### src/rtl/fetch_sequencer_pkg.sv
// Shared definitions for the fetch sequencer: FSM state encoding, default
// long-opcode marker and default fetch timeout, plus small helper functions.
package fetch_sequencer_pkg;

  typedef enum logic [2:0] {
    S_IDLE     = 3'd0,
    S_FETCH    = 3'd1,
    S_DECODE   = 3'd2,
    S_ISSUE_HI = 3'd3,
    S_ISSUE_LO = 3'd4,
    S_ERR      = 3'd5
  } state_t;

  localparam logic [3:0] LONG_OPC_DEF = 4'hF;
  localparam int         TIMEOUT_DEF  = 15;

  // Counter width able to hold the value n itself.
  function automatic int cnt_width(input int n);
    return (n < 2) ? 1 : $clog2(n + 1);
  endfunction

  function automatic logic is_long(input logic [15:0] word, input logic [3:0] opc);
    return (word[15:12] == opc);
  endfunction

endpackage

### src/rtl/fetch_sequencer_if.sv
// Memory and datapath handshake bundle of the fetch sequencer.
//   master (sequencer): drives mem_read, ir_load, pc_inc, issue, issue_half,
//                       issue_long; samples mem_ready, ir_word, exec_done, flush.
//   slave  (memory/datapath side): the mirror image.
interface fetch_sequencer_if;
  logic        mem_read;
  logic        mem_ready;
  logic [15:0] ir_word;
  logic        ir_load;
  logic        pc_inc;
  logic        issue;
  logic        issue_half;
  logic        issue_long;
  logic        exec_done;
  logic        flush;

  modport master (
    output mem_read, ir_load, pc_inc, issue, issue_half, issue_long,
    input  mem_ready, ir_word, exec_done, flush
  );

  modport slave (
    input  mem_read, ir_load, pc_inc, issue, issue_half, issue_long,
    output mem_ready, ir_word, exec_done, flush
  );
endinterface

### src/rtl/fetch_sequencer_timer.sv
// fetch_timer: counts FETCH cycles spent waiting for mem_ready.
//   clk, rst_n  : clock, asynchronous active-low reset
//   clear_i     : hold the count at zero (asserted whenever not fetching)
//   enable_i    : one waiting cycle elapses this cycle
//   expired_o   : this waiting cycle is the TIMEOUT-th one
module fetch_timer
  import fetch_sequencer_pkg::*;
#(
  parameter int TIMEOUT = TIMEOUT_DEF
) (
  input  logic clk,
  input  logic rst_n,
  input  logic clear_i,
  input  logic enable_i,
  output logic expired_o
);

  localparam int            CW   = cnt_width(TIMEOUT);
  localparam logic [CW-1:0] SAT  = CW'(TIMEOUT);
  localparam logic [CW-1:0] LAST = CW'(TIMEOUT - 1);

  logic [CW-1:0] cnt_q, cnt_d;

  always_comb begin
    cnt_d = cnt_q;
    if (clear_i)
      cnt_d = '0;
    else if (enable_i && (cnt_q != SAT))
      cnt_d = cnt_q + 1'b1;
  end

  always_ff @(posedge clk or negedge rst_n) begin
    if (!rst_n) cnt_q <= '0;
    else        cnt_q <= cnt_d;
  end

  // Flag expiry during the waiting cycle that brings the count to TIMEOUT,
  // so the FSM leaves FETCH after exactly TIMEOUT waiting cycles.
  assign expired_o = enable_i && !clear_i && (cnt_q >= LAST);

endmodule

### src/rtl/fetch_sequencer.sv
// fetch_sequencer: fetches 16-bit instruction words and issues them to the
// datapath as one long instruction or as an upper/lower byte pair.
//   clk, rst_n : clock, asynchronous active-low reset
//   go_i       : leave IDLE and start fetching
//   halt_i     : return to IDLE at the next instruction boundary
//   err_o      : sticky fetch-timeout flag (cleared only by reset)
//   bus        : memory/datapath handshake (master side)
module fetch_sequencer
  import fetch_sequencer_pkg::*;
#(
  parameter logic [3:0] LONG_OPC = LONG_OPC_DEF,
  parameter int         TIMEOUT  = TIMEOUT_DEF
) (
  input  logic                clk,
  input  logic                rst_n,
  input  logic                go_i,
  input  logic                halt_i,
  output logic                err_o,
  fetch_sequencer_if.master   bus
);

  state_t state_q, state_d;
  logic   long_q, long_d;
  logic   expired;

  logic mem_read, ir_load, pc_inc, issue, issue_half, issue_long, err;

  // Counter is held clear outside FETCH, so it starts from zero on every entry.
  fetch_timer #(.TIMEOUT(TIMEOUT)) u_timer (
    .clk       (clk),
    .rst_n     (rst_n),
    .clear_i   (state_q != S_FETCH),
    .enable_i  ((state_q == S_FETCH) && !bus.mem_ready),
    .expired_o (expired)
  );

  always_comb begin
    state_d    = state_q;
    long_d     = long_q;
    mem_read   = 1'b0;
    ir_load    = 1'b0;
    pc_inc     = 1'b0;
    issue      = 1'b0;
    issue_half = 1'b0;
    issue_long = 1'b0;
    err        = 1'b0;
    unique case (state_q)
      S_IDLE: begin
        if (go_i) state_d = S_FETCH;
      end
      S_FETCH: begin
        mem_read = 1'b1;
        ir_load  = bus.mem_ready;
        // A word arriving wins over halt: once loaded it must be issued.
        if (bus.mem_ready)  state_d = S_DECODE;
        else if (halt_i)    state_d = S_IDLE;
        else if (expired)   state_d = S_ERR;
      end
      S_DECODE: begin
        long_d  = is_long(bus.ir_word, LONG_OPC);
        state_d = S_ISSUE_HI;
      end
      S_ISSUE_HI: begin
        issue      = 1'b1;
        issue_long = long_q;
        if (bus.exec_done) begin
          // Long words and taken jumps end the word here; otherwise the
          // lower byte still has to be issued from the same word.
          if (long_q || bus.flush) begin
            pc_inc  = 1'b1;
            state_d = halt_i ? S_IDLE : S_FETCH;
          end else begin
            state_d = S_ISSUE_LO;
          end
        end
      end
      S_ISSUE_LO: begin
        issue      = 1'b1;
        issue_half = 1'b1;
        if (bus.exec_done) begin
          pc_inc  = 1'b1;
          state_d = halt_i ? S_IDLE : S_FETCH;
        end
      end
      S_ERR: begin
        err = 1'b1;
      end
      default: state_d = S_IDLE;
    endcase
  end

  always_ff @(posedge clk or negedge rst_n) begin
    if (!rst_n) begin
      state_q <= S_IDLE;
      long_q  <= 1'b0;
    end else begin
      state_q <= state_d;
      long_q  <= long_d;
    end
  end

  assign bus.mem_read   = mem_read;
  assign bus.ir_load    = ir_load;
  assign bus.pc_inc     = pc_inc;
  assign bus.issue      = issue;
  assign bus.issue_half = issue_half;
  assign bus.issue_long = issue_long;
  assign err_o          = err;

endmodule

### src/flat_wrapper.sv
// flat-port wrapper written by rule: the top's interface ports become plain ports
module fetch_sequencer_flat import fetch_sequencer_pkg::*;
#(
  parameter logic [3:0] LONG_OPC = LONG_OPC_DEF,
  parameter int         TIMEOUT  = TIMEOUT_DEF
)
  (clk, rst_n, go_i, halt_i, err_o, bus_mem_read, bus_ir_load, bus_pc_inc, bus_issue, bus_issue_half, bus_issue_long, bus_mem_ready, bus_ir_word, bus_exec_done, bus_flush);
  fetch_sequencer_if bus_i ();
  input  logic clk;
  input  logic rst_n;
  input  logic go_i;
  input  logic halt_i;
  output logic err_o;
  output wire logic [$bits(bus_i.mem_read)-1:0] bus_mem_read;
  output wire logic [$bits(bus_i.ir_load)-1:0] bus_ir_load;
  output wire logic [$bits(bus_i.pc_inc)-1:0] bus_pc_inc;
  output wire logic [$bits(bus_i.issue)-1:0] bus_issue;
  output wire logic [$bits(bus_i.issue_half)-1:0] bus_issue_half;
  output wire logic [$bits(bus_i.issue_long)-1:0] bus_issue_long;
  input wire logic [$bits(bus_i.mem_ready)-1:0] bus_mem_ready;
  input wire logic [$bits(bus_i.ir_word)-1:0] bus_ir_word;
  input wire logic [$bits(bus_i.exec_done)-1:0] bus_exec_done;
  input wire logic [$bits(bus_i.flush)-1:0] bus_flush;
  assign bus_mem_read = bus_i.mem_read;
  assign bus_ir_load = bus_i.ir_load;
  assign bus_pc_inc = bus_i.pc_inc;
  assign bus_issue = bus_i.issue;
  assign bus_issue_half = bus_i.issue_half;
  assign bus_issue_long = bus_i.issue_long;
  assign bus_i.mem_ready = bus_mem_ready;
  assign bus_i.ir_word = bus_ir_word;
  assign bus_i.exec_done = bus_exec_done;
  assign bus_i.flush = bus_flush;
  fetch_sequencer #(.LONG_OPC(LONG_OPC), .TIMEOUT(TIMEOUT)) u_core (.clk(clk), .rst_n(rst_n), .go_i(go_i), .halt_i(halt_i), .err_o(err_o), .bus(bus_i));
endmodule
### config.mk
export PLATFORM = sky130hd
export DESIGN_NAME = fetch_sequencer_flat
export DESIGN_NICKNAME = d
export VERILOG_FILES = /design/src/rtl/fetch_sequencer_pkg.sv /design/src/rtl/fetch_sequencer_if.sv /design/src/rtl/fetch_sequencer_timer.sv /design/src/rtl/fetch_sequencer.sv /design/src/flat_wrapper.sv
export SDC_FILE = /design/constraint.sdc
export NUM_CORES = 1
export LEC_CHECK = 0
export ABC_AREA = 1
export BUFFER_PORTS_ARGS = -buffer_cell sky130_fd_sc_hd__buf_2
export CELL_PAD_IN_SITES_DETAIL_PLACEMENT = 0
export CELL_PAD_IN_SITES_GLOBAL_PLACEMENT = 1
export CORE_MARGIN = 2
export CORE_UTILIZATION = 25
export CTS_BUF_LIST = sky130_fd_sc_hd__clkbuf_8
export DETAILED_ROUTE_END_ITERATION = 12
export PLACE_DENSITY = 0.76
export SETUP_SLACK_MARGIN = 0.05
export SYNTH_ARGS = -nofsm -noshare
export SYNTH_HDL_FRONTEND = slang
export SYNTH_SLANG_ARGS = --single-unit
### constraint.sdc
create_clock -name clk -period 3.05 [get_ports clk]
set_input_delay 0.61 -clock clk [delete_from_list [all_inputs] [get_ports clk]]
set_output_delay 0.61 -clock clk [all_outputs]
set_load 0.05 [all_outputs]
==> out/metrics.sh <==
CTS-ROOT-BUF='sky130_fd_sc_hd__clkbuf_8'
SYNTH_WARNINGS=0
DRV_CAP=0
CHIPWIDTH_UM=52.24
COUNT_OF_BUFFER_AND_INVERTER_CELLS_ON_THE_CRITICAL_PATH=1
FIN_CRIT_NS=2.064
TRITONCTS_BUFFERS=3
CTS_HOLD_REPAIR.BUFFERS=0
SHARE_OF_THE_CLOCK_PERIOD_USED_BY_THE_WORST_PATH_PCT=67.68
YOSYS-TOP-CELLS-AREA='sky130_fd_sc_hd__dfrtp_1, sky130_fd_sc_hd__nand2_1, sky130_fd_sc_hd__inv_1'
ROUTE.DETAILED.VIAS_PER_INST=4.279
CRITICAL_PATH_CLASS='flop to output pin'
GRT-OVFL-TOTAL=0
MAX-SLEW-MARGIN-REL_PCT=83.29
POSTSYNTHAREAPERCELL_UM2=7.183
VIAS_IN_THE_FIRST_GLOBAL_ROUTE=518
RELATIVE_CONTRIBUTION_OF_COMBINATIONAL_CELLS_TO_TOTAL_POWER_PCT=51.6
SLEW_VIOL_FINAL=0
NET_COUNT_OF_THE_MAPPED_NETLIST=106
YOSYS.AREA_SHARE.ADDER_PCT=4.301
WORSTPATHARRIVAL_NS=1.45
CRITICAL_PATH.MAX_FANOUT=7
PATH_DELAY_FAMILY='simple AND/OR/NAND/NOR gates'
SYNTH_LARGEST_AREA_CELL='sky130_fd_sc_hd__dfrtp_1'
SKEW_NS=0.004090
CTS_MAX_LEVEL=1
GRT_START_MAX_NET_PINS=9
POST_CTS_RESIZE_COUNT=0
POWERDENSITY_nW_PER_UM2=846.8
GRT_ANTENNA_BEFORE_REPAIR=0
PATH_CLK_SLEW_NS=0.04
SEQ_POWER_SHARE_PCT=28.3
KIND_OF_LAUNCH_POINT_OF_THE_WORST_SETUP_PATH='flop'
CTS.PATH.MAX_BUFFERS=2
NETSWITCHINGFRACTION_PCT=49.69
TIGHTESTPINTRANSITION_NS=0.2506
REMAINING_ANTENNA_VIOLATION_COUNT=0
GPL.FINAL_WEIGHTED_CONGESTION=0.7894
FINALHOLDVIOLATIONS=0
SYNTH_CELLS=81
TIMING.RR.START='u_core.u_timer.cnt_q[0]'
CP_SLOWEST_CELL='sky130_fd_sc_hd__dfrtp_1'
TNS_NS=0
DIODE_COUNT=0
TOTALPOWERFINAL_uW=629.3
WORSTREG2REGEND='u_core.state_q[0]'
SYNTH_TOP_FAMILY_BY_AREA='simple AND/OR/NAND/NOR gates'
POSTSYNTHREGISTERBITS=8
SYNTH_MUX_AREA_SHARE_PCT=0
WL_UM=1218
INTERNAL_POWER_uW=316.6
CLOCK_POWER_SHARE_PCT=20.1
SYNTH.LIB_CELLS_USED.DISTINCT=21
NUMPORTBUFFERS=17
CP_SLOWEST_STAGE_DELAY_NS=0.45
DIE_HEIGHT_UM=52.24
DIE_AREA_UM2=2729
POST_ROUTE_CELLS_DRIVE_ABOVE_1_SHARE_PCT=33.66
DRT_ITER0_DRC=5
CRIT_CHAIN='nor2_2, nand2_2, nand2_4, nand2_1, nor2_1, buf_2'
AVERAGE_WIRE_PER_STANDARD_CELL_UM=9.442
SETUP.REG_TO_REG.WORST_SLACK_NS=1.81
CTS_TREE='yes'
SYNTH_SIMPLE_GATE_AREA_SHARE_PCT=40.43
GRT_FIRST_PASS_WIRELENGTH_UM=2145
IO-PIN-COUNT=30
STATUS='finished, final reports clean'
GLOBAL_ROUTE.USAGE.TOTAL_PCT=10.82
TIMING.FINAL.SETUP_VIOLATIONS=0
POWER.STATIC_LEAKAGE_nW=0.4090
VIAS=552
CLOCK_SINK_COUNT=8
WORSTPATHREQUIRED_NS=2.44
SWITCHING_POWER_uW=312.7
HPWLAFTERDP_UM=990.6
SYNTH_SEQ_AREA_SHARE_PCT=34.41
FLOORPLAN.CORE_AREA_UM2=2212
INITIAL_UTILIZATION_PCT=26.30
SYNTHTOLAYOUTAREAGROWTH_PCT=27.74
MAX_FREQ_MHz=484.5
CRITPATHCAPTURETYPE='output pin'
VDD_IR_DROP_MAX_V=0.0004220
POST-CTS-SETUP-BUFFERS=0
DETAIL_ROUTE.FIRST_PASS.ITERATIONS=4
CLK_LATENCY_NS=0.23
WORST_HOLD_PATH_TYPE='input pin to async pin'
DRCVIOLATIONCOUNT=0
RSZ0062_AT_GRT='false'
TIMING.REG2REG.WORST_PATH_DEPTH=9
SYNTH.TOP_CELL.AREA_SHARE_PCT=34.41
NUM-NETS-FINAL=128
NETLIST_AREA_UM2=581.8
SYNTH_COMPOUND_GATE_AREA_SHARE_PCT=8.602
POST_SYNTH_XOR_AREA_FRACTION_PCT=3.011
CORE.ROWCOUNT=17
-- stage by stage --
step | utilization [%] | setup slack, ns | std cells | hold slack (ns) | area, µm²
6_report | 33.60 | 0.9859 | 129 | 0.2148 | 743.2
5_1_grt | 33.60 | 0.8814 | 129 | 0.2199 | 743.2
4_1_cts | 33.60 | 0.9553 | 129 | 0.2128 | 743.2
3_5_place_dp | 31.73 | 1.193 | 126 | 0.4598 | 701.9
3_3_place_gp | 31.73 | 1.212 | 126 | 0.4624 | 701.9
2_1_floorplan | - | 0.8708 | 81 | 0.3144 | 581.8
-- power groups by stage --
stage                     registers, mW  clock network (mW)  logic (mW)
after floorplan                   0.170                   0       0.267
after global placement            0.178                   0       0.327
final                             0.178               0.126       0.325
after CTS                         0.178               0.133       0.330
after detailed placement          0.179                   0       0.328
after global routing              0.187               0.140       0.361
-- cells by family (layout without fill, tap and decap cells) --
logic type	after synthesis	in the layout
simple gates	47	47
buf+inv	14	34
compound gates	8	8
flops	8	8
fa+ha+maj	2	2
xor+xnor	2	2
-- layout by cell type, fill, tap and decap left out --
cell                       instances
sky130_fd_sc_hd__xor2_1            1
sky130_fd_sc_hd__nand3_1           3
sky130_fd_sc_hd__nand4_1           2
sky130_fd_sc_hd__o21ai_0           1
sky130_fd_sc_hd__buf_2            17
sky130_fd_sc_hd__xnor2_1           1
sky130_fd_sc_hd__dfrtp_1           8
sky130_fd_sc_hd__nand2_2           2
sky130_fd_sc_hd__inv_1            11
sky130_fd_sc_hd__o21ai_1           4
sky130_fd_sc_hd__inv_2             2
sky130_fd_sc_hd__clkinv_2          1
sky130_fd_sc_hd__nand2_4           2
sky130_fd_sc_hd__o221ai_1          1
sky130_fd_sc_hd__nor2_2            3
sky130_fd_sc_hd__nand2_1          20
sky130_fd_sc_hd__nor2_1           11
sky130_fd_sc_hd__nand3b_1          1
sky130_fd_sc_hd__nand3_2           3
sky130_fd_sc_hd__a21oi_2           1
sky130_fd_sc_hd__o31ai_1           1
sky130_fd_sc_hd__ha_1              2
sky130_fd_sc_hd__clkbuf_8          3
-- flip-flops by register name, summed over array words and instances (netlist names) --
| signal | count |
|---|---|
| u_core.u_timer.cnt_q | 4 |
| u_core.state_q | 3 |
| u_core.long_q | 1 |
-- final cells by class --
type	instances	area [µm²]
Tap cell	28	35.03
Multi-Input combinational cell	59	327.8
Fill cell	244	1469
Clock buffer	3	41.29
Sequential cell	8	200.2
Timing Repair Buffer	17	85.08
Inverter	14	53.80
-- synthesized netlist by cell type --
cell,n
sky130_fd_sc_hd__o21ai_0,1
sky130_fd_sc_hd__xnor2_1,1
sky130_fd_sc_hd__dfrtp_1,8
sky130_fd_sc_hd__inv_2,2
sky130_fd_sc_hd__o21ai_1,4
sky130_fd_sc_hd__nand2_2,2
sky130_fd_sc_hd__clkinv_2,1
sky130_fd_sc_hd__nand4_1,2
sky130_fd_sc_hd__ha_1,2
sky130_fd_sc_hd__inv_1,11
sky130_fd_sc_hd__o31ai_1,1
sky130_fd_sc_hd__nand2_1,20
sky130_fd_sc_hd__nor2_1,11
sky130_fd_sc_hd__o221ai_1,1
sky130_fd_sc_hd__nor2_2,3
sky130_fd_sc_hd__xor2_1,1
sky130_fd_sc_hd__nand2_4,2
sky130_fd_sc_hd__nand3_2,3
sky130_fd_sc_hd__a21oi_2,1
sky130_fd_sc_hd__nand3b_1,1
sky130_fd_sc_hd__nand3_1,3
-- worst max path at each step --
stage            endpoint              start  cells past startpoint
2_1_floorplan  bus_pc_inc  u_core.state_q[0]                      5
3_3_place_gp   bus_pc_inc          bus_flush                      6
3_5_place_dp   bus_pc_inc          bus_flush                      6
4_1_cts        bus_pc_inc  u_core.state_q[0]                      6
5_1_grt        bus_pc_inc  u_core.state_q[0]                      6
6_report       bus_pc_inc  u_core.state_q[0]                      6
-- routing by layer --
metal / global-route usage (%) / routed length (µm)
met1: 13.12 / 590
met2: 17.30 / 567
met3: 1.714 / 54
met4: 7.692 / 5
met5: 0 / 0
Power figures use the tool's default switching activity.
